==> config.mk <==
export PLATFORM = sky130hd
export DESIGN_NAME = fetch_ctrl
export DESIGN_NICKNAME = d
export VERILOG_FILES = /design/src/rtl/fetch_ctrl.sv
export SDC_FILE = /design/constraint.sdc
export NUM_CORES = 1
export LEC_CHECK = 0
export BUFFER_PORTS_ARGS = -buffer_cell sky130_fd_sc_hd__buf_2
export CAP_MARGIN = 20
export CORE_MARGIN = 2
export CORE_UTILIZATION = 45
export CTS_CLUSTER_SIZE = 10
export DETAILED_ROUTE_END_ITERATION = 8
export GPL_TIMING_DRIVEN = 0
export PLACE_DENSITY_LB_ADDON = 0.25
export RECOVER_POWER = 25
export SETUP_SLACK_MARGIN = 0.1
export SYNTH_ARGS = -nofsm -noshare
export SYNTH_HDL_FRONTEND = slang
export SYNTH_SLANG_ARGS = --single-unit
==> constraint.sdc <==
create_clock -name clk -period 5.5 [get_ports clk]
set_clock_uncertainty 0.15 [all_clocks]
set_input_delay 1.65 -clock clk [delete_from_list [all_inputs] [get_ports clk]]
set_output_delay 1.65 -clock clk [all_outputs]
set_load 0.02 [all_outputs]
==> src/rtl/fetch_ctrl.sv <==
// Instruction-fetch sequencer: owns the word-indexed PC, absorbs the one-cycle
// instruction-memory latency and hands {instr, pc} pairs to decode via valid/ready.
module fetch_ctrl #(
    parameter int ADDR_W    = 11,
    parameter int DATA_W    = 32,
    parameter int MEM_DEPTH = 40,
    parameter int RESET_PC  = 0
) (
    input  logic              clk,
    input  logic              rst,
    output logic [ADDR_W-1:0] imem_addr,
    input  logic [DATA_W-1:0] imem_instr,
    input  logic              redirect_valid,
    input  logic [ADDR_W-1:0] redirect_pc,
    output logic              out_valid,
    input  logic              out_ready,
    output logic [DATA_W-1:0] out_instr,
    output logic [ADDR_W-1:0] out_pc,
    output logic              halted
);

    localparam logic [ADDR_W-1:0] DEPTH_L = ADDR_W'(MEM_DEPTH);
    localparam logic [ADDR_W-1:0] RESET_L = ADDR_W'(RESET_PC);
    localparam logic [ADDR_W-1:0] ONE_L   = ADDR_W'(1);

    typedef enum logic [1:0] {
        ST_RUN   = 2'd0,
        ST_DRAIN = 2'd1,
        ST_HALT  = 2'd2
    } state_t;

    state_t            state_r, state_s;
    logic [ADDR_W-1:0] fetch_pc_r;
    logic              inflight_r;
    logic [ADDR_W-1:0] inflight_pc_r;
    logic [1:0]        count_r, count_s;
    logic [DATA_W-1:0] instr0_r, instr1_r, instr0_s, instr1_s;
    logic [ADDR_W-1:0] pc0_r, pc1_r, pc0_s, pc1_s;
    logic              pop_s;
    logic [2:0]        occ_s;
    logic              issue_s;

    // Issue only while the buffer plus the in-flight read leaves room after this cycle's pop.
    always_comb begin
        pop_s   = (count_r != 2'd0) && out_ready;
        occ_s   = {1'b0, count_r} + {2'b00, inflight_r} - {2'b00, pop_s};
        issue_s = !redirect_valid && (state_r == ST_RUN) &&
                  (fetch_pc_r < DEPTH_L) && (occ_s < 3'd2);
    end

    // Next FSM state; redirect overrides everything.
    always_comb begin
        state_s = state_r;
        if (redirect_valid) begin
            state_s = (redirect_pc < DEPTH_L) ? ST_RUN : ST_DRAIN;
        end else begin
            case (state_r)
                ST_RUN: begin
                    if (fetch_pc_r >= DEPTH_L) state_s = ST_DRAIN;
                    else                       state_s = ST_RUN;
                end
                ST_DRAIN: begin
                    if ((count_r == 2'd0) && !inflight_r) state_s = ST_HALT;
                    else                                  state_s = ST_DRAIN;
                end
                ST_HALT: state_s = ST_HALT;
                default: state_s = ST_RUN;
            endcase
        end
    end

    // Two-entry buffer next values: entry 0 is the head; a pop shifts entry 1 down.
    always_comb begin
        count_s  = count_r;
        instr0_s = instr0_r;
        instr1_s = instr1_r;
        pc0_s    = pc0_r;
        pc1_s    = pc1_r;
        if (redirect_valid) begin
            count_s = 2'd0;
        end else begin
            case ({inflight_r, pop_s})
                2'b01: begin
                    instr0_s = instr1_r;
                    pc0_s    = pc1_r;
                    count_s  = count_r - 2'd1;
                end
                2'b10: begin
                    if (count_r == 2'd0) begin
                        instr0_s = imem_instr;
                        pc0_s    = inflight_pc_r;
                    end else begin
                        instr1_s = imem_instr;
                        pc1_s    = inflight_pc_r;
                    end
                    count_s = count_r + 2'd1;
                end
                2'b11: begin
                    if (count_r == 2'd1) begin
                        instr0_s = imem_instr;
                        pc0_s    = inflight_pc_r;
                    end else begin
                        instr0_s = instr1_r;
                        pc0_s    = pc1_r;
                        instr1_s = imem_instr;
                        pc1_s    = inflight_pc_r;
                    end
                end
                default: count_s = count_r;
            endcase
        end
    end

    // State registers.
    always_ff @(posedge clk or posedge rst) begin
        if (rst) begin
            state_r       <= ST_RUN;
            fetch_pc_r    <= RESET_L;
            inflight_r    <= 1'b0;
            inflight_pc_r <= {ADDR_W{1'b0}};
            count_r       <= 2'd0;
            instr0_r      <= {DATA_W{1'b0}};
            instr1_r      <= {DATA_W{1'b0}};
            pc0_r         <= {ADDR_W{1'b0}};
            pc1_r         <= {ADDR_W{1'b0}};
        end else begin
            state_r    <= state_s;
            inflight_r <= issue_s;
            if (redirect_valid) begin
                fetch_pc_r <= redirect_pc;
            end else if (issue_s) begin
                fetch_pc_r <= fetch_pc_r + ONE_L;
            end
            if (issue_s) begin
                inflight_pc_r <= fetch_pc_r;
            end
            count_r  <= count_s;
            instr0_r <= instr0_s;
            instr1_r <= instr1_s;
            pc0_r    <= pc0_s;
            pc1_r    <= pc1_s;
        end
    end

    assign imem_addr = fetch_pc_r;
    assign out_valid = (count_r != 2'd0);
    assign out_instr = instr0_r;
    assign out_pc    = pc0_r;
    assign halted    = (state_r == ST_HALT);

endmodule

=== Yosys cells after proc, flatten, opt, wreduce, memory -nomap -nowiden ===
Cells that the tools add are included.

* Eq/ne operators: 9
* Bitwise gates (word level): 1
* Add/subtract/negate cells: 5
* Multiplexer cells: 21
* Reductions and logical operators: 16
* Order comparisons: 4

{| class="wikitable"
|+ Operators with widths
! operator !! number
|-
| 32-bit 2-to-1 mux || 4
|-
| 32-bit case mux with 3 select lines || 1
|-
| 11-bit 2-to-1 mux || 6
|-
| 32-bit case mux with 2 select lines || 1
|-
| 11-bit case mux with 3 select lines || 1
|-
| 11-bit by 6-bit < comparator with 1-bit output, second input constant || 2
|-
| 11-bit case mux with 2 select lines || 1
|-
| 11-bit by 1-bit adder with 11-bit output, second input constant || 1
|-
| 11-bit by 6-bit >= comparator with 1-bit output, second input constant || 1
|-
| 2-bit by 1-bit equality test with 1-bit output, second input constant || 3
|-
| 2-bit equality test, second input constant || 3
|-
| 2-bit 2-to-1 mux || 3
|-
| 2-bit inequality test, second input constant || 3
|-
| 2-bit case mux with 3 select lines || 1
|-
| 2-bit nonzero test || 3
|-
| 3-bit nonzero test || 2
|-
| 1-bit logical AND || 5
|-
| 2-bit logical NOT || 2
|-
| 2-bit case mux with 2 select lines || 1
|-
| 4-bit AND reduction || 1
|-
| 2-bit by 1-bit adder with 3-bit output || 1
|-
| 3-bit by 2-bit < comparator with 1-bit output, second input constant || 1
|-
| 3-bit AND reduction || 1
|-
| 3-bit by 1-bit subtractor with 3-bit output || 1
|-
| other kinds (5) || 7
|}

* Logic and storage cells: 65
* Flip-flop bits (word level): 113
* Bits of input ports: 47
* Output and inout port bits: 56

=== Longest topological paths before layout ===
* Depth in word-level cells: 7
* Gate-level depth with buffers: 12
* Gate-level depth less buffers: 10

=== Least setup slack after synthesis ===
No wires, ideal clock.

* Path type: input to register
* Start: in out_ready
* End: reg inflight_pc_r[0]
* Path slack: 1.071 ns
* Path buffers: 2
* Library setup time: 0.125 ns
* Required time: 5.225 ns
* Cell stages on the path: 10
* Arrival: 4.154 ns
* Cell sequence: nand2b_1 > xnor2_1 > nand2_1 > fa_1 > or4b_1 > or4b_1 > buf_2 > nor2_1 > buf_4 > mux2_2

* Cells in the longest elaborated chain, start to end: 4

{| class="wikitable"
|+ RTL lines
! element !! RTL line !! text
|-
| start: declaration || 16 || <nowiki>input logic out_ready,</nowiki>
|-
| 1-bit logical AND || 45 || <nowiki>pop_s = (count_r != 2'd0) && out_ready;</nowiki>
|-
| 3-bit by 1-bit subtractor with 3-bit output || 46 || <nowiki>occ_s = {1'b0, count_r} + {2'b00, inflight_r} - {2'b00, pop_s};</nowiki>
|-
| 3-bit by 2-bit < comparator with 1-bit output || 48 || <nowiki>(fetch_pc_r < DEPTH_L) && (occ_s < 3'd2);</nowiki>
|-
| 1-bit logical AND || 48 ||
|-
| end signal: assignment || 120 || <nowiki>inflight_pc_r <= {ADDR_W{1'b0}};</nowiki>
|-
| end signal: assignment || 135 || <nowiki>inflight_pc_r <= fetch_pc_r;</nowiki>
|-
| end: declaration || 35 || <nowiki>logic [ADDR_W-1:0] inflight_pc_r;</nowiki>
|}

No other way between the ends.
A chain may end at the register's enable or synchronous reset.

=== Worst setup path in the final report ===
Same ends and word-level chain as after synthesis.

==> results.md <==
* Cts bufs inserted at 17
* Layout cells sized above 1 at 35.1%
* Met3 Usage GRT at 4.60%
* Avg Cell Area, Syn at 11.6 µm²
* DRC Markers at 0
* Tcrit/Tclk final at 77.9%
* Post-synthesis net count at 470
* Max-Cap Viols at 2
* Placer congestion estimate at 0.779
* H-Tree Depth at 4
* WHS at 0.356 ns
* Die X at 108 µm
* Largest cells by area after synthesis: dfrtp_1, mux2_2, a22oi_1
* Vias at 3718
* Global Route Usage Sum at 21.0%
* Post-DP Area at 5560 µm²
* Status: complete, but fails checks
* Internal at 1.85 mW
* Mapped Area at 4850 µm²
* CP max stage delay at 0.52 ns
* Worst-path clk slew at 0.06 ns
* HP Class: reg -> reg
* Die area at 11600 µm²
* Total power per unit cell area at 466 nW/µm²
* Final hold violations at 0
* Post-CTS setup buffers at 0
* Combinational group share of total power at 26.1%
* Vert. Die Dim at 108 µm
* Initial DRC Count at 188
* Async SR Flop Fraction at 100%
* I/O Buffers at 102
* Vias in the first global route at 3769
* Routed wire length per instance at 16.6 µm
* Pin count of the biggest net entering global routing at 69
* FILL cells at 889
* Max IR drop VDD at 0.241 mV
* Max clock buf depth at 2
* N_diodes at 0
* Count of different cell masters after synthesis at 38
* Drt via density at 5.40
* Relative slew slack at -34.5%
* CP bufs+invs at 3
* Sw Share at 34.8%
* Fin crit period at 4.29 ns
* # rows at 37
* Register area share after synthesis at 58.4%
* Setup violators final at 0
* Sequential power share at 39.7%
* Failing checks: capacitance limit, slew limit
* CP arrival at 4.53 ns
* RSZ-0062 raised after global routing: false
* Total grt overflow at 0
* Post-Synthesis Cells at 417
* CTS Hold Bufs at 0
* Area leader, netlist: dfrtp_1
* Footprint of the multi-input gates at 1870 µm²
* TritonRoute pass-1 iters at 4
* Main synth FF type: dfrtp_1
* Ys Warns at 0
* Clock power share at 34.2%
* Critical path data required time at 5.74 ns
* Most instantiated cells after synthesis: dfrtp_1, mux2_2, nor2_1, a21oi_1, a22oi_1
* Most common cell in the synthesized netlist: dfrtp_1
* Post-DP HPWL at 7770 µm
* Root Buffer Master: clkbuf_8
* Synth Register Bits at 113
* First-pass GRT wire length at 18800 µm
* Area grow syn2layout at 25.3%
* Fin area at 6070 µm²
* Clock latency on the worst-skew pair at 0.51 ns
* CP max FO at 10
* Max-slew violations at 116
* Sink Count at 113
* Top cell type's share of synthesized area at 58.4%
* Critical path endpoint category: flop
* CP max stage cell: fa_1
* # resized after CTS at 0
* I/O pin total at 103
* Number of routed nets with antenna violations at 0
* Final wirelength at 11400 µm
* Fmax achieved at 233 MHz
* Starting density of the core at 46.7%
* EDFF count, synth at 0
* Global routing met2 resource utilization at 32.7%
* Worst setup SP type: input port
* Most Used Layer, Global Route: met2
* CP top delay family: simple AND/OR/NAND/NOR gates
* Setup CP Type: in -> reg
* Core area at 10400 µm²
* Final layout net count at 592
* Slew @ Worst Pin at 2.01 ns
* Tot Pwr at 2.83 mW
* Pleak at 2.88 nW
* CP cell instances: buf_2, nand2b_1, xnor2_1, nand2_1, fa_1, or4b_1, or4b_1, buf_2, nor2_1, buf_4, mux2_2
* Initial antenna violation count at 0
* Switching power at 984 µW
* Storage element area at 2830 µm²
* CTS tree: done
* Met1 usage at 28.8%
==> metal layers <==
layer / share of wire, % / vias to the layer above / wire length (µm)
li1: - / 1745 / -
met3: 4.4 / 14 / 498
met1: 47 / 1866 / 5330
met4: 1.4 / 0 / 161
met5: 0 / - / 0
met2: 48 / 93 / 5440
==> final timing paths <==
check	start	endpoint	slack [ns]	cells after the start
max	out_ready	inflight_pc_r[0]$_DFFE_PP0P_	1.21	11
min	instr1_r[23]$_DFFE_PP0P_	instr1_r[23]$_DFFE_PP0P_	0.36	1
max reg2reg	count_r[1]$_DFFE_PP0P_	inflight_pc_r[0]$_DFFE_PP0P_	1.59	12
min reg2reg	instr1_r[23]$_DFFE_PP0P_	instr1_r[23]$_DFFE_PP0P_	0.36	1
max in group asynchronous	rst	pc1_r[9]$_DFFE_PP0P_	1.33	3
min in group asynchronous	rst	out_instr[12]$_DFFE_PP0P_	1.51	2
==> stage by stage <==
stage          setup TNS (ns)  worst slack, ns  cells  utilization (%)
3_3_place_gp           -56.30           -0.505    655             53.3
5_1_grt                     0            0.717    688             58.5
3_5_place_dp                0            0.700    656             53.6
4_1_cts                     0             1.22    688             58.8
6_report                    0             1.21    688             58.5
2_1_floorplan               0            0.713    417                -
==> registers in the layout (all words and copies together) (netlist names) <==
register       flops
imem_addr         11
pc1_r             11
instr1_r          32
state_r            2
out_pc            11
out_instr         32
inflight_r         1
inflight_pc_r     11
count_r            2
==> final cells by class <==
cell class                 instances  share of cell area (%)
multi-input combinational        266                    30.8
sequential                       113                    46.6
tap                              136                    2.80
timing repair buffer             103                    8.49
inverter                           9                   0.577
clock inverter                    14                    1.79
buffer                            29                    1.88
clock buffer                      18                    7.05
==> cell usage in the layout, fill, tap and decap left out, drive strengths merged, types with 2 or more instances in the layout <==
cell type / instances
dfrtp: 113
buf: 105
mux2: 55
nor2: 53
a21oi: 47
clkbuf: 45
a22oi: 44
inv: 10
nor2b: 8
nand3: 7
clkinv: 7
nand2: 6
clkinvlp: 6
nor3: 5
ha: 5
nand2b: 4
or4b: 4
o21ai: 3
nor3b: 3
nand3b: 3
xnor2: 2
or4: 2
==> logic make-up after synthesis <==
logic type / after synthesis / share of synthesized area (%)
compound gates: 105 / 13.9
xor+xnor: 3 / 0.542
fa+ha+maj: 6 / 1.70
buf+inv: 38 / 3.05
flops: 113 / 58.4
mux: 55 / 12.8
simple gates: 97 / 9.68
==> power by group through the flow <==
stage	Clock (mW)	Sequential [mW]	Combinational [mW]
floorplan	0	1.33	0.266
global placement	0	1.13	0.725
detailed placement	0	1.14	0.746
CTS	0.988	1.12	0.749
global route	1.03	1.15	0.816
finish	0.969	1.12	0.737
Power figures use the tool's default switching activity.
